`config.mk`:
```
export PLATFORM = sky130hd
export DESIGN_NAME = id_ex_pipe_reg
export DESIGN_NICKNAME = d
export VERILOG_FILES = /design/src/rtl/id_ex_pipe_reg_pkg.sv /design/src/rtl/id_ex_pipe_reg_if.sv /design/src/rtl/id_ex_pipe_reg_hazard.sv /design/src/rtl/id_ex_pipe_reg.sv
export SDC_FILE = /design/constraint.sdc
export NUM_CORES = 1
export LEC_CHECK = 0
export CORE_MARGIN = 5
export CORE_UTILIZATION = 32
export DETAILED_ROUTE_END_ITERATION = 12
export HOLD_SLACK_MARGIN = 0.06
export PLACE_DENSITY = 0.65
export SYNTH_ARGS = -nofsm -noshare
export SYNTH_HDL_FRONTEND = slang
export SYNTH_SLANG_ARGS = --single-unit
export TNS_END_PERCENT = 1
```
`constraint.sdc`:
```
create_clock -name i_clk -period 2.96 [get_ports i_clk]
set_clock_uncertainty 0.1 [all_clocks]
set_input_delay 0.592 -clock i_clk [delete_from_list [all_inputs] [get_ports i_clk]]
set_output_delay 0.592 -clock i_clk [all_outputs]
set_load 0.005 [all_outputs]
```
`src/rtl/id_ex_pipe_reg_pkg.sv`:
```
// Shared RV32I pipeline types: decoded control bundle, bubble encoding and datapath sizes.
package pipeline_pkg;

  localparam int XLEN      = 32;
  localparam int CTRL_W    = 16;
  localparam int MEMRD_BIT = 0;

  typedef enum logic [3:0] {
    ALU_ADD  = 4'd0,
    ALU_SUB  = 4'd1,
    ALU_AND  = 4'd2,
    ALU_OR   = 4'd3,
    ALU_XOR  = 4'd4,
    ALU_SLL  = 4'd5,
    ALU_SRL  = 4'd6,
    ALU_SRA  = 4'd7,
    ALU_SLT  = 4'd8,
    ALU_SLTU = 4'd9,
    ALU_PASS = 4'd10
  } alu_op_e;

  // mem_read sits in bit 0 so it lines up with MEMRD_BIT
  typedef struct packed {
    alu_op_e     alu_op;
    logic [2:0]  funct3;
    logic        branch;
    logic        jump;
    logic        alu_src;
    logic [1:0]  wb_sel;
    logic        mem_write;
    logic        reg_wren;
    logic        pc_rel;
    logic        mem_read;
  } ctrl_t;

  localparam ctrl_t NOP_CTRL = '0;

  function automatic logic reads_reg(input logic used, input logic [4:0] src,
                                     input logic [4:0] dst);
    return used & (src == dst);
  endfunction

endpackage

```
`src/rtl/id_ex_pipe_reg_if.sv`:
```
// ID-stage instruction bundle as offered to the ID/EX boundary.
interface id_ex_pipe_reg_if #(
  parameter int XLEN   = 32,
  parameter int CTRL_W = 16
);
  logic              valid;
  logic [XLEN-1:0]   pc;
  logic [XLEN-1:0]   rs1_data;
  logic [XLEN-1:0]   rs2_data;
  logic [4:0]        rs1_addr;
  logic [4:0]        rs2_addr;
  logic              rs1_used;
  logic              rs2_used;
  logic [4:0]        rd_addr;
  logic [XLEN-1:0]   imm;
  logic [CTRL_W-1:0] ctrl;

  modport master (
    output valid, pc, rs1_data, rs2_data, rs1_addr, rs2_addr,
           rs1_used, rs2_used, rd_addr, imm, ctrl
  );

  modport slave (
    input  valid, pc, rs1_data, rs2_data, rs1_addr, rs2_addr,
           rs1_used, rs2_used, rd_addr, imm, ctrl
  );
endinterface

```
`src/rtl/id_ex_pipe_reg_hazard.sv`:
```
// Load-use detector: a load in EX whose rd is read by the real instruction in ID.
module id_hazard_detect
  import pipeline_pkg::*;
(
  id_ex_pipe_reg_if.slave id_bus,
  input  logic            ex_valid_i,
  input  logic            ex_mem_read_i,
  input  logic [4:0]      ex_rd_i,
  output logic            lu_o
);

  logic ex_is_load;
  logic id_depends;

  always_comb begin
    ex_is_load = ex_valid_i & ex_mem_read_i & (ex_rd_i != 5'd0);
    id_depends = reads_reg(id_bus.rs1_used, id_bus.rs1_addr, ex_rd_i) |
                 reads_reg(id_bus.rs2_used, id_bus.rs2_addr, ex_rd_i);
    lu_o       = ex_is_load & id_bus.valid & id_depends;
  end

endmodule

```
`src/rtl/id_ex_pipe_reg.sv`:
```
// ID->EX pipeline register with load-use bubble insertion, flush squash and global hold.
module id_ex_pipe_reg
  import pipeline_pkg::*;
#(
  parameter int CTRL_W    = pipeline_pkg::CTRL_W,
  parameter int MEMRD_BIT = pipeline_pkg::MEMRD_BIT,
  parameter int XLEN      = pipeline_pkg::XLEN
) (
  input  logic              i_clk,
  input  logic              i_reset_n,
  input  logic              i_valid_id,
  input  logic [XLEN-1:0]   i_pc_id,
  input  logic [XLEN-1:0]   i_rs1_data_id,
  input  logic [XLEN-1:0]   i_rs2_data_id,
  input  logic [4:0]        i_rs1_addr_id,
  input  logic [4:0]        i_rs2_addr_id,
  input  logic              i_rs1_used_id,
  input  logic              i_rs2_used_id,
  input  logic [4:0]        i_rd_addr_id,
  input  logic [XLEN-1:0]   i_imm_id,
  input  logic [CTRL_W-1:0] i_ctrl_id,
  input  logic              i_flush,
  input  logic              i_hold,
  output logic              o_stall_id,
  output logic              o_valid_ex,
  output logic [XLEN-1:0]   o_pc_ex,
  output logic [XLEN-1:0]   o_rs1_data_ex,
  output logic [XLEN-1:0]   o_rs2_data_ex,
  output logic [XLEN-1:0]   o_imm_ex,
  output logic [4:0]        o_rs1_addr_ex,
  output logic [4:0]        o_rs2_addr_ex,
  output logic [4:0]        o_rd_addr_ex,
  output logic [CTRL_W-1:0] o_ctrl_ex
);

  id_ex_pipe_reg_if #(.XLEN(XLEN), .CTRL_W(CTRL_W)) id_bus ();

  assign id_bus.valid    = i_valid_id;
  assign id_bus.pc       = i_pc_id;
  assign id_bus.rs1_data = i_rs1_data_id;
  assign id_bus.rs2_data = i_rs2_data_id;
  assign id_bus.rs1_addr = i_rs1_addr_id;
  assign id_bus.rs2_addr = i_rs2_addr_id;
  assign id_bus.rs1_used = i_rs1_used_id;
  assign id_bus.rs2_used = i_rs2_used_id;
  assign id_bus.rd_addr  = i_rd_addr_id;
  assign id_bus.imm      = i_imm_id;
  assign id_bus.ctrl     = i_ctrl_id;

  logic              valid_q,    valid_d;
  logic [XLEN-1:0]   pc_q,       pc_d;
  logic [XLEN-1:0]   rs1_data_q, rs1_data_d;
  logic [XLEN-1:0]   rs2_data_q, rs2_data_d;
  logic [XLEN-1:0]   imm_q,      imm_d;
  logic [4:0]        rs1_addr_q, rs1_addr_d;
  logic [4:0]        rs2_addr_q, rs2_addr_d;
  logic [4:0]        rd_addr_q,  rd_addr_d;
  logic [CTRL_W-1:0] ctrl_q,     ctrl_d;
  logic              lu;

  id_hazard_detect u_hazard (
    .id_bus        (id_bus),
    .ex_valid_i    (valid_q),
    .ex_mem_read_i (ctrl_q[MEMRD_BIT]),
    .ex_rd_i       (rd_addr_q),
    .lu_o          (lu)
  );

  assign o_stall_id = (lu | i_hold) & ~i_flush;

  // Flush beats hold beats load-use; a bubble is the all-zero register image
  always_comb begin
    valid_d    = valid_q;
    pc_d       = pc_q;
    rs1_data_d = rs1_data_q;
    rs2_data_d = rs2_data_q;
    imm_d      = imm_q;
    rs1_addr_d = rs1_addr_q;
    rs2_addr_d = rs2_addr_q;
    rd_addr_d  = rd_addr_q;
    ctrl_d     = ctrl_q;
    if (i_flush || (!i_hold && lu)) begin
      valid_d    = 1'b0;
      pc_d       = '0;
      rs1_data_d = '0;
      rs2_data_d = '0;
      imm_d      = '0;
      rs1_addr_d = '0;
      rs2_addr_d = '0;
      rd_addr_d  = '0;
      ctrl_d     = '0;
    end else if (!i_hold) begin
      valid_d    = id_bus.valid;
      pc_d       = id_bus.pc;
      rs1_data_d = id_bus.rs1_data;
      rs2_data_d = id_bus.rs2_data;
      imm_d      = id_bus.imm;
      rs1_addr_d = id_bus.rs1_addr;
      rs2_addr_d = id_bus.rs2_addr;
      rd_addr_d  = id_bus.valid ? id_bus.rd_addr : 5'd0;
      ctrl_d     = id_bus.valid ? id_bus.ctrl : '0;
    end
  end

  always_ff @(posedge i_clk or negedge i_reset_n) begin
    if (!i_reset_n) begin
      valid_q    <= 1'b0;
      pc_q       <= '0;
      rs1_data_q <= '0;
      rs2_data_q <= '0;
      imm_q      <= '0;
      rs1_addr_q <= '0;
      rs2_addr_q <= '0;
      rd_addr_q  <= '0;
      ctrl_q     <= '0;
    end else begin
      valid_q    <= valid_d;
      pc_q       <= pc_d;
      rs1_data_q <= rs1_data_d;
      rs2_data_q <= rs2_data_d;
      imm_q      <= imm_d;
      rs1_addr_q <= rs1_addr_d;
      rs2_addr_q <= rs2_addr_d;
      rd_addr_q  <= rd_addr_d;
      ctrl_q     <= ctrl_d;
    end
  end

  assign o_valid_ex    = valid_q;
  assign o_pc_ex       = pc_q;
  assign o_rs1_data_ex = rs1_data_q;
  assign o_rs2_data_ex = rs2_data_q;
  assign o_imm_ex      = imm_q;
  assign o_rs1_addr_ex = rs1_addr_q;
  assign o_rs2_addr_ex = rs2_addr_q;
  assign o_rd_addr_ex  = rd_addr_q;
  assign o_ctrl_ex     = ctrl_q;

endmodule

```
==> results of run 1 <==
what timing repair did:
action | in CTS | in global routing
setup endpoints to repair | 1 | 0
hold endpoints to repair | 40 | 0
hold buffers | 1 | 0
gates resized for setup | 2 | 0
routing by layer:
metal	up-vias	wire [µm]	share of wire
li1	3439	-	-
met1	3524	11300	0.43
met2	287	12000	0.46
met3	31	2390	0.091
met4	0	510	0.019
met5	-	0	0
tightest hold or removal path, stage by stage, from the launching register on:
cell and delay (ps):
sky130_fd_sc_hd__dfrtp_1 340, sky130_fd_sc_hd__a32oi_1 50, sky130_fd_sc_hd__o21ai_0 60
flip-flops by register name, indices dropped and copies added, names as in the netlist:
| register | count |
|---|---|
| o_ctrl_ex | 16 |
| o_imm_ex | 32 |
| o_rd_addr_ex | 5 |
| o_rs1_data_ex | 32 |
| o_pc_ex | 32 |
| o_rs2_data_ex | 32 |
| o_valid_ex | 1 |
| o_rs1_addr_ex | 5 |
| o_rs2_addr_ex | 5 |
stage by stage:
step / util / setup WS, ps / setup TNS (ps) / total power [mW] / cells
2_1_floorplan: - / 450 / 0 / 2.92 / 751
3_3_place_gp: 0.479 / -55.6 / -55.6 / 3.77 / 1336
3_5_place_dp: 0.479 / -44.3 / -44.3 / 3.78 / 1336
4_1_cts: 0.504 / 104 / 0 / 6.04 / 1369
5_1_grt: 0.504 / 70.8 / 0 / 6.24 / 1369
6_report: 0.504 / 143 / 0 / 5.95 / 1369
path summary, 6_finish.rpt:
path,endpoint,start
max,o_stall_id,o_rd_addr_ex[3]$_DFFE_PN0P_
min,o_pc_ex[14]$_DFFE_PN0P_,o_pc_ex[14]$_DFFE_PN0P_
max reg2reg,o_imm_ex[29]$_DFFE_PN0P_,o_rd_addr_ex[3]$_DFFE_PN0P_
min reg2reg,o_pc_ex[14]$_DFFE_PN0P_,o_pc_ex[14]$_DFFE_PN0P_
max in group asynchronous,o_imm_ex[26]$_DFFE_PN0P_,i_reset_n
min in group asynchronous,o_rs1_data_ex[20]$_DFFE_PN0P_,i_reset_n
cells by family (layout without fill, tap and decap cells):
group | after synthesis | in the layout | synth area share
AND/OR/NAND/NOR | 169 | 169 | 0.101
XOR/XNOR | 10 | 10 | 0.0116
AO/OA/AOI/OAI | 324 | 324 | 0.307
buffers and inverters | 88 | 387 | 0.0504
flip-flops | 160 | 160 | 0.530
layout by cell type, fill, tap and decap left out, types with 2 or more instances in the layout:
master	netlist	routed
sky130_fd_sc_hd__buf_4	11	21
sky130_fd_sc_hd__nor3b_1	31	31
sky130_fd_sc_hd__o21ai_1	26	26
sky130_fd_sc_hd__dfrtp_1	160	160
sky130_fd_sc_hd__nand2_1	131	131
sky130_fd_sc_hd__a32oi_1	129	129
sky130_fd_sc_hd__a21o_1	32	32
sky130_fd_sc_hd__clkbuf_16	0	17
sky130_fd_sc_hd__nand4_1	2	2
sky130_fd_sc_hd__xnor2_1	10	10
sky130_fd_sc_hd__buf_12	0	7
sky130_fd_sc_hd__inv_6	0	6
sky130_fd_sc_hd__a22o_1	31	31
sky130_fd_sc_hd__clkinvlp_4	0	2
sky130_fd_sc_hd__clkdlybuf4s50_1	0	324
sky130_fd_sc_hd__inv_8	0	3
sky130_fd_sc_hd__o21ai_0	103	103
area by class of cell:
class | instances | area (µm²)
repair buffers | 355 | 3570
well taps | 319 | 399
clock inverters | 14 | 145
clock buffers | 18 | 429
fillers | 2157 | 11600
flip-flops and latches | 160 | 4000
multi-input cells | 503 | 3210
where the power goes:
part           internal (mW)  switching, mW
Combinational          0.732          0.497
Clock                   1.19           1.02
Sequential              2.39          0.121
==> metrics.md, run 1 <==
| Metric | Value |
|---|---|
| Status | `finished clean` |
| RSZ-0062 raised after global routing | `no` |
| Clock insertion delay at the later pin of the skew report | `420 ps` |
| Pin count of the biggest net entering global routing | `161` |
| Gpl congestion | `0.768` |
| Number of global-route vias before repair | `7101` |
| Drt drc | `0` |
| Final setup vio count | `0` |
| Largest delay share family, worst path | `simple AND/OR/NAND/NOR gates` |
| CTS tree | `done` |
| CP required | `2270 ps` |
| Critical path depth | `5` |
| Slowest stage delay, CP | `550 ps` |
| Post-synthesis cell count | `751` |
| Internal reg-to-reg setup slack | `510 ps` |
| Distinct cell type count after synthesis | `21` |
| DIE AREA | `26800 µm²` |
| Final Max Tran Viols | `0` |
| EDFF count, synth | `0` |
| Async SR Flop Fraction | `1.00` |
| Core Region | `23300 µm²` |
| Global routing usage on met1 | `0.254` |
| CTS clock-pin slew for the worst setup and hold paths | `70 ps` |
| Path class of the lowest-slack min-delay path | `reg -> reg` |
| Starting DRC count in detailed routing | `457` |
| First-pass GRT wire length | `40.8 mm` |
| Die boundary height | `164 µm` |
| Number of buffers added by the clock tree synthesis step | `17` |
| Crit Path Class | `reg -> out` |
| Post-route cell area | `11800 µm²` |
| Peak ir drop on the vdd network | `0.000291 V` |
| Most repeated cell in the gate-level netlist after synthesis | `sky130_fd_sc_hd__dfrtp_1` |
| Max-Slew Margin vs Limit | `0.420` |
| Series of cell instances along the critical path | `or4_4 -> o2111ai_4 -> nor2_1 -> a21o_1 -> dlygate4sd2_1` |
| Number of cells on the worst reg-to-reg path | `5` |
| Initial antenna violation count | `0` |
| Cell type contributing the most total cell area after synthesis | `sky130_fd_sc_hd__dfrtp_1` |
| Number of optimization iterations in the first detailed-route pass | `5` |
| Overflow left after global routing | `0` |
| Crit. End Element | `primary output` |
| Detail-routed via count per cell | `5.32` |
| NumNets Final | `1203` |
| Number of I/O pins | `327` |
| Hold Fails Final Rpt | `0` |
| Syn nets | `917` |
| Antenna viol nets, final | `0` |
| Final worst path period need | `2820 ps` |
| Slowest-stage cell, CP | `sky130_fd_sc_hd__or4_4` |
| Number of buffers on the longest clock path | `2` |
| Leakage dissipation | `4.73 nW` |
| Via count of the routed design | `7281` |
| Sink count of the clock tree | `160` |
| Starting Density | `0.324` |
| Row Count | `56` |
| Synth area leaders | `sky130_fd_sc_hd__dfrtp_1 53%, sky130_fd_sc_hd__a32oi_1 15%, sky130_fd_sc_hd__o21ai_0 6.8%` |
| CTS root buffer | `sky130_fd_sc_hd__clkbuf_16` |
| Quantity of I/O buffers inserted on ports | `326` |
| GRT Overall Usage | `0.189` |
| Mean cell area of the mapped netlist | `10.1 µm²` |
| Synthesis Warnings | `0` |
| Grt met3 use | `0.0696` |
| Most instantiated cells after synthesis | `160 x sky130_fd_sc_hd__dfrtp_1, 131 x sky130_fd_sc_hd__nand2_1, 129 x sky130_fd_sc_hd__a32oi_1` |
| Ratio of cells with drive above 1 in the final layout | `0.0619` |
| Maximum achievable frequency | `355 MHz` |
| Proportion of synthesized chip area in sequential cells | `0.530` |
| Critical Path Start Type | `flop` |
| Final period utilization | `0.952` |
| Worst slack on hold paths | `391 ps` |
| Met2 routing resource usage after global routing | `0.287` |
| Buffers & Inverters on Critical Path | `1` |
| Slew at the pin closest to its max-slew limit | `870 ps` |
| HPWL reported at the end of detailed placement | `16.9 mm` |
| WP data arrival | `2130 ps` |
| Post-CTS setup buffers | `0` |
| Dpl cell area | `11200 µm²` |
| Synthesis-stage register bit count | `160` |
| ANT cells | `0` |
| Areal power density over the cells | `506 nW/µm²` |
| Layout-stage area growth over the synthesis result | `55.7%` |
| Count of cells along the worst hold path | `2` |
| Netlist Area Pre-Place | `7550 µm²` |
| Htree depth | `4` |
| Final routed wire length divided by cell count | `19.2 µm` |
| Top cell type's share of synthesized area | `0.530` |
| Wirelength, routed | `26.2 mm` |
| Number of maximum-capacitance constraint violations | `0` |
| Chip width | `164 µm` |
| Main flop type after synthesis | `sky130_fd_sc_hd__dfrtp_1` |
| Busiest grt layer | `met2` |
| Worst-path fanout max | `2` |
Power figures use the tool's default switching activity.
==> run 2, diff against run 1 <==
REMOVE_ABC_BUFFERS = 1   (was not set)
==> metrics.md, run 2 (same netlist as run 1, synthesis figures left out) <==
| Metric | Value |
|---|---|
| Status | `finished clean` |
| Dpl cell area | `11300 µm² (+0.72%)` |
| Max-Slew Margin vs Limit | `0.357 (-0.0630)` |
| Global routing usage on met1 | `0.260 (+0.00639)` |
| Ratio of cells with drive above 1 in the final layout | `0.0664 (+0.00451)` |
| Overflow left after global routing | `0 (unchanged)` |
| CTS root buffer | `sky130_fd_sc_hd__clkbuf_16` |
| Hold Fails Final Rpt | `0 (unchanged)` |
| Most common cell after layout, fill and taps aside | `sky130_fd_sc_hd__clkdlybuf4s50_1` |
| Pin count of the biggest net entering global routing | `161 (unchanged)` |
| Antenna viol nets, final | `0 (unchanged)` |
| Final period utilization | `0.932 (-0.0197)` |
| Core Region | `23300 µm² (unchanged)` |
| Leakage dissipation | `4.76 nW (+0.71%)` |
| Crit Path Class | `reg -> out` |
| Met2 routing resource usage after global routing | `0.298 (+0.0105)` |
| Peak ir drop on the vdd network | `0.000305 V (+5.0%)` |
| Worst-path fanout max | `2 (unchanged)` |
| Number of buffers on the longest clock path | `2 (unchanged)` |
| Post-route insts no fill | `1374 (+0.37%)` |
| Detail-routed via count per cell | `5.34 (+0.47%)` |
| Initial antenna violation count | `1 (+1)` |
| Internal reg-to-reg setup slack | `490 ps (-20 ps)` |
| Source of the worst register-to-register timing path | `o_rd_addr_ex[3]$_DFFE_PN0P_` |
| CTS clock-pin slew for the worst setup and hold paths | `70 ps (about the same)` |
| Final setup vio count | `0 (unchanged)` |
| Grt met3 use | `0.0636 (-0.00606)` |
| Core utilization of the finished layout | `0.507 (+0.00338)` |
| Areal power density over the cells | `499 nW/µm² (-1.4%)` |
| WP data arrival | `2070 ps (-60 ps)` |
| Gpl congestion | `0.770 (+0.23%)` |
| First-pass GRT wire length | `41.3 mm (+1.2%)` |
| Layout-stage area growth over the synthesis result | `56.7%` |
| Placed Cells incl. Taps | `1340 (+0.30%)` |
| Number of global-route vias before repair | `7132 (+0.44%)` |
| Critical Path Start Type | `flop` |
| Slew at the pin closest to its max-slew limit | `965 ps (+94.5 ps)` |
| Starting Density | `0.324 (unchanged)` |
| Maximum achievable frequency | `362 MHz (+2.1%)` |
| RSZ-0062 raised after global routing | `no` |
| Number of maximum-capacitance constraint violations | `0 (unchanged)` |
| Number of fillers in the final layout | `2147 (-0.46%)` |
| CP required | `2270 ps (about the same)` |
| Row Count | `56 (unchanged)` |
| Storage element area | `4000 µm² (unchanged)` |
| Via count of the routed design | `7342 (+0.84%)` |
| HPWL reported at the end of detailed placement | `17.1 mm (+1.3%)` |
| Starting DRC count in detailed routing | `472 (+3.3%)` |
| NumNets Final | `1207 (+0.33%)` |
| Final Max Tran Viols | `0 (unchanged)` |
| Clock insertion delay at the later pin of the skew report | `410 ps (about the same)` |
| Chip width | `164 µm (unchanged)` |
| Path class of the lowest-slack min-delay path | `in -> async` |
| Wirelength, routed | `26.6 mm (+1.6%)` |
| Die boundary height | `164 µm (unchanged)` |
| # hold bufs at CTS | `0 (-1)` |
| Number of cells on the worst reg-to-reg path | `6 (+1)` |
| Drt drc | `0 (unchanged)` |
| Final routed wire length divided by cell count | `19.4 µm (+1.2%)` |
| DIE AREA | `26800 µm² (unchanged)` |
| Busiest grt layer | `met2` |
| Sink count of the clock tree | `160 (unchanged)` |
| Commonest cells after routing, fill and taps aside | `324 x sky130_fd_sc_hd__clkdlybuf4s50_1, 160 x sky130_fd_sc_hd__dfrtp_1, 131 x sky130_fd_sc_hd__nand2_1, 129 x sky130_fd_sc_hd__a32oi_1, 103 x sky130_fd_sc_hd__o21ai_0` |
| Number of optimization iterations in the first detailed-route pass | `4 (-1)` |
| Number of buffers added by the clock tree synthesis step | `17 (unchanged)` |
| Crit. End Element | `primary output` |
| Quantity of I/O buffers inserted on ports | `326 (unchanged)` |
| Total power | `5.91 mW (-0.71%)` |
| Htree depth | `4 (unchanged)` |
| Area taken by multi-input logic gates | `3210 µm² (unchanged)` |
| CTS tree | `done` |
| Endpoint of the lowest-slack register-to-register path | `o_rs1_data_ex[13]$_DFFE_PN0P_` |
| GRT Overall Usage | `0.192 (+0.00276)` |
| Number of I/O pins | `327 (unchanged)` |
| Final worst path period need | `2760 ps (-58.3 ps)` |
| Post-route cell area | `11800 µm² (+0.67%)` |
[run 2: changes by cell type in the layout (fill, tap and decap cells not counted), sizes merged]
cell,previous run,this run
clkinv,2,6
clkbuf,18,19
inv,9,4
dlygate4sd3,1,0
diode,0,1
buf,29,34
[run 2: worst max-delay path by stage]
stage,start,end,cells past startpoint
final,o_rd_addr_ex[3]$_DFFE_PN0P_,o_stall_id,5
after floorplan,i_flush,o_imm_ex[10]$_DFFE_PN0P_,3
after detailed placement,i_rs1_addr_id[3],o_stall_id,6
after CTS,o_rd_addr_ex[3]$_DFFE_PN0P_,o_stall_id,5
after global routing,o_rd_addr_ex[3]$_DFFE_PN0P_,o_stall_id,5
after global placement,i_rs1_addr_id[4],o_stall_id,6
[run 2: through the flow]
stage / hold WS, ps / TNS (ps) / setup slack (ps)
finish: 84.9 / 0 / 201
global route: 127 / 0 / 105
CTS: 110 / 0 / 185
detailed placement: 380 / 0 / 4.84
global placement: 374 / 0 / 9.65
floorplan: 196 / -939830 / -6400
[run 2: layout make-up]
class	count	share of cell area
antenna	1	0.000211
clock buffer	19	0.0374
clock inverter	13	0.0110
multi-input combinational	503	0.271
sequential	160	0.338
tap	319	0.0337
timing repair buffer	359	0.308
[run 2: where the power goes]
group	internal [mW]	leakage, nW	switching [mW]
Clock	1.20	0.278	0.949
Combinational	0.742	2.44	0.506
Sequential	2.39	2.05	0.123
Total	4.33	4.76	1.58
[run 2: worst max-delay path, stage by stage, from the launching register on]
cell                            delay, ps
sky130_fd_sc_hd__dfrtp_1              380
sky130_fd_sc_hd__or4_4                550
sky130_fd_sc_hd__o2111ai_4            230
sky130_fd_sc_hd__nor2_1                60
sky130_fd_sc_hd__a21o_1               180
sky130_fd_sc_hd__dlygate4sd2_1        260
[run 2: what timing repair did]
item / in CTS / in global routing
setup endpoints to repair: 1 / 0
endpoints found under the hold margin: 0 / 0
gates resized for setup: 2 / 0
buffers inserted: 1 / 0
[run 2: layer usage]
metal	wire length [µm]	up-vias
met1	11500	3580
met4	343	0
met3	2320	24
met5	0	-
met2	12400	288
li1	-	3450
==> run 3, diff against run 2 <==
REMOVE_ABC_BUFFERS = not set   (was 1)
==> results of run 3 <==
No change in the layout: final DEF, timing and power equal those of run 1.
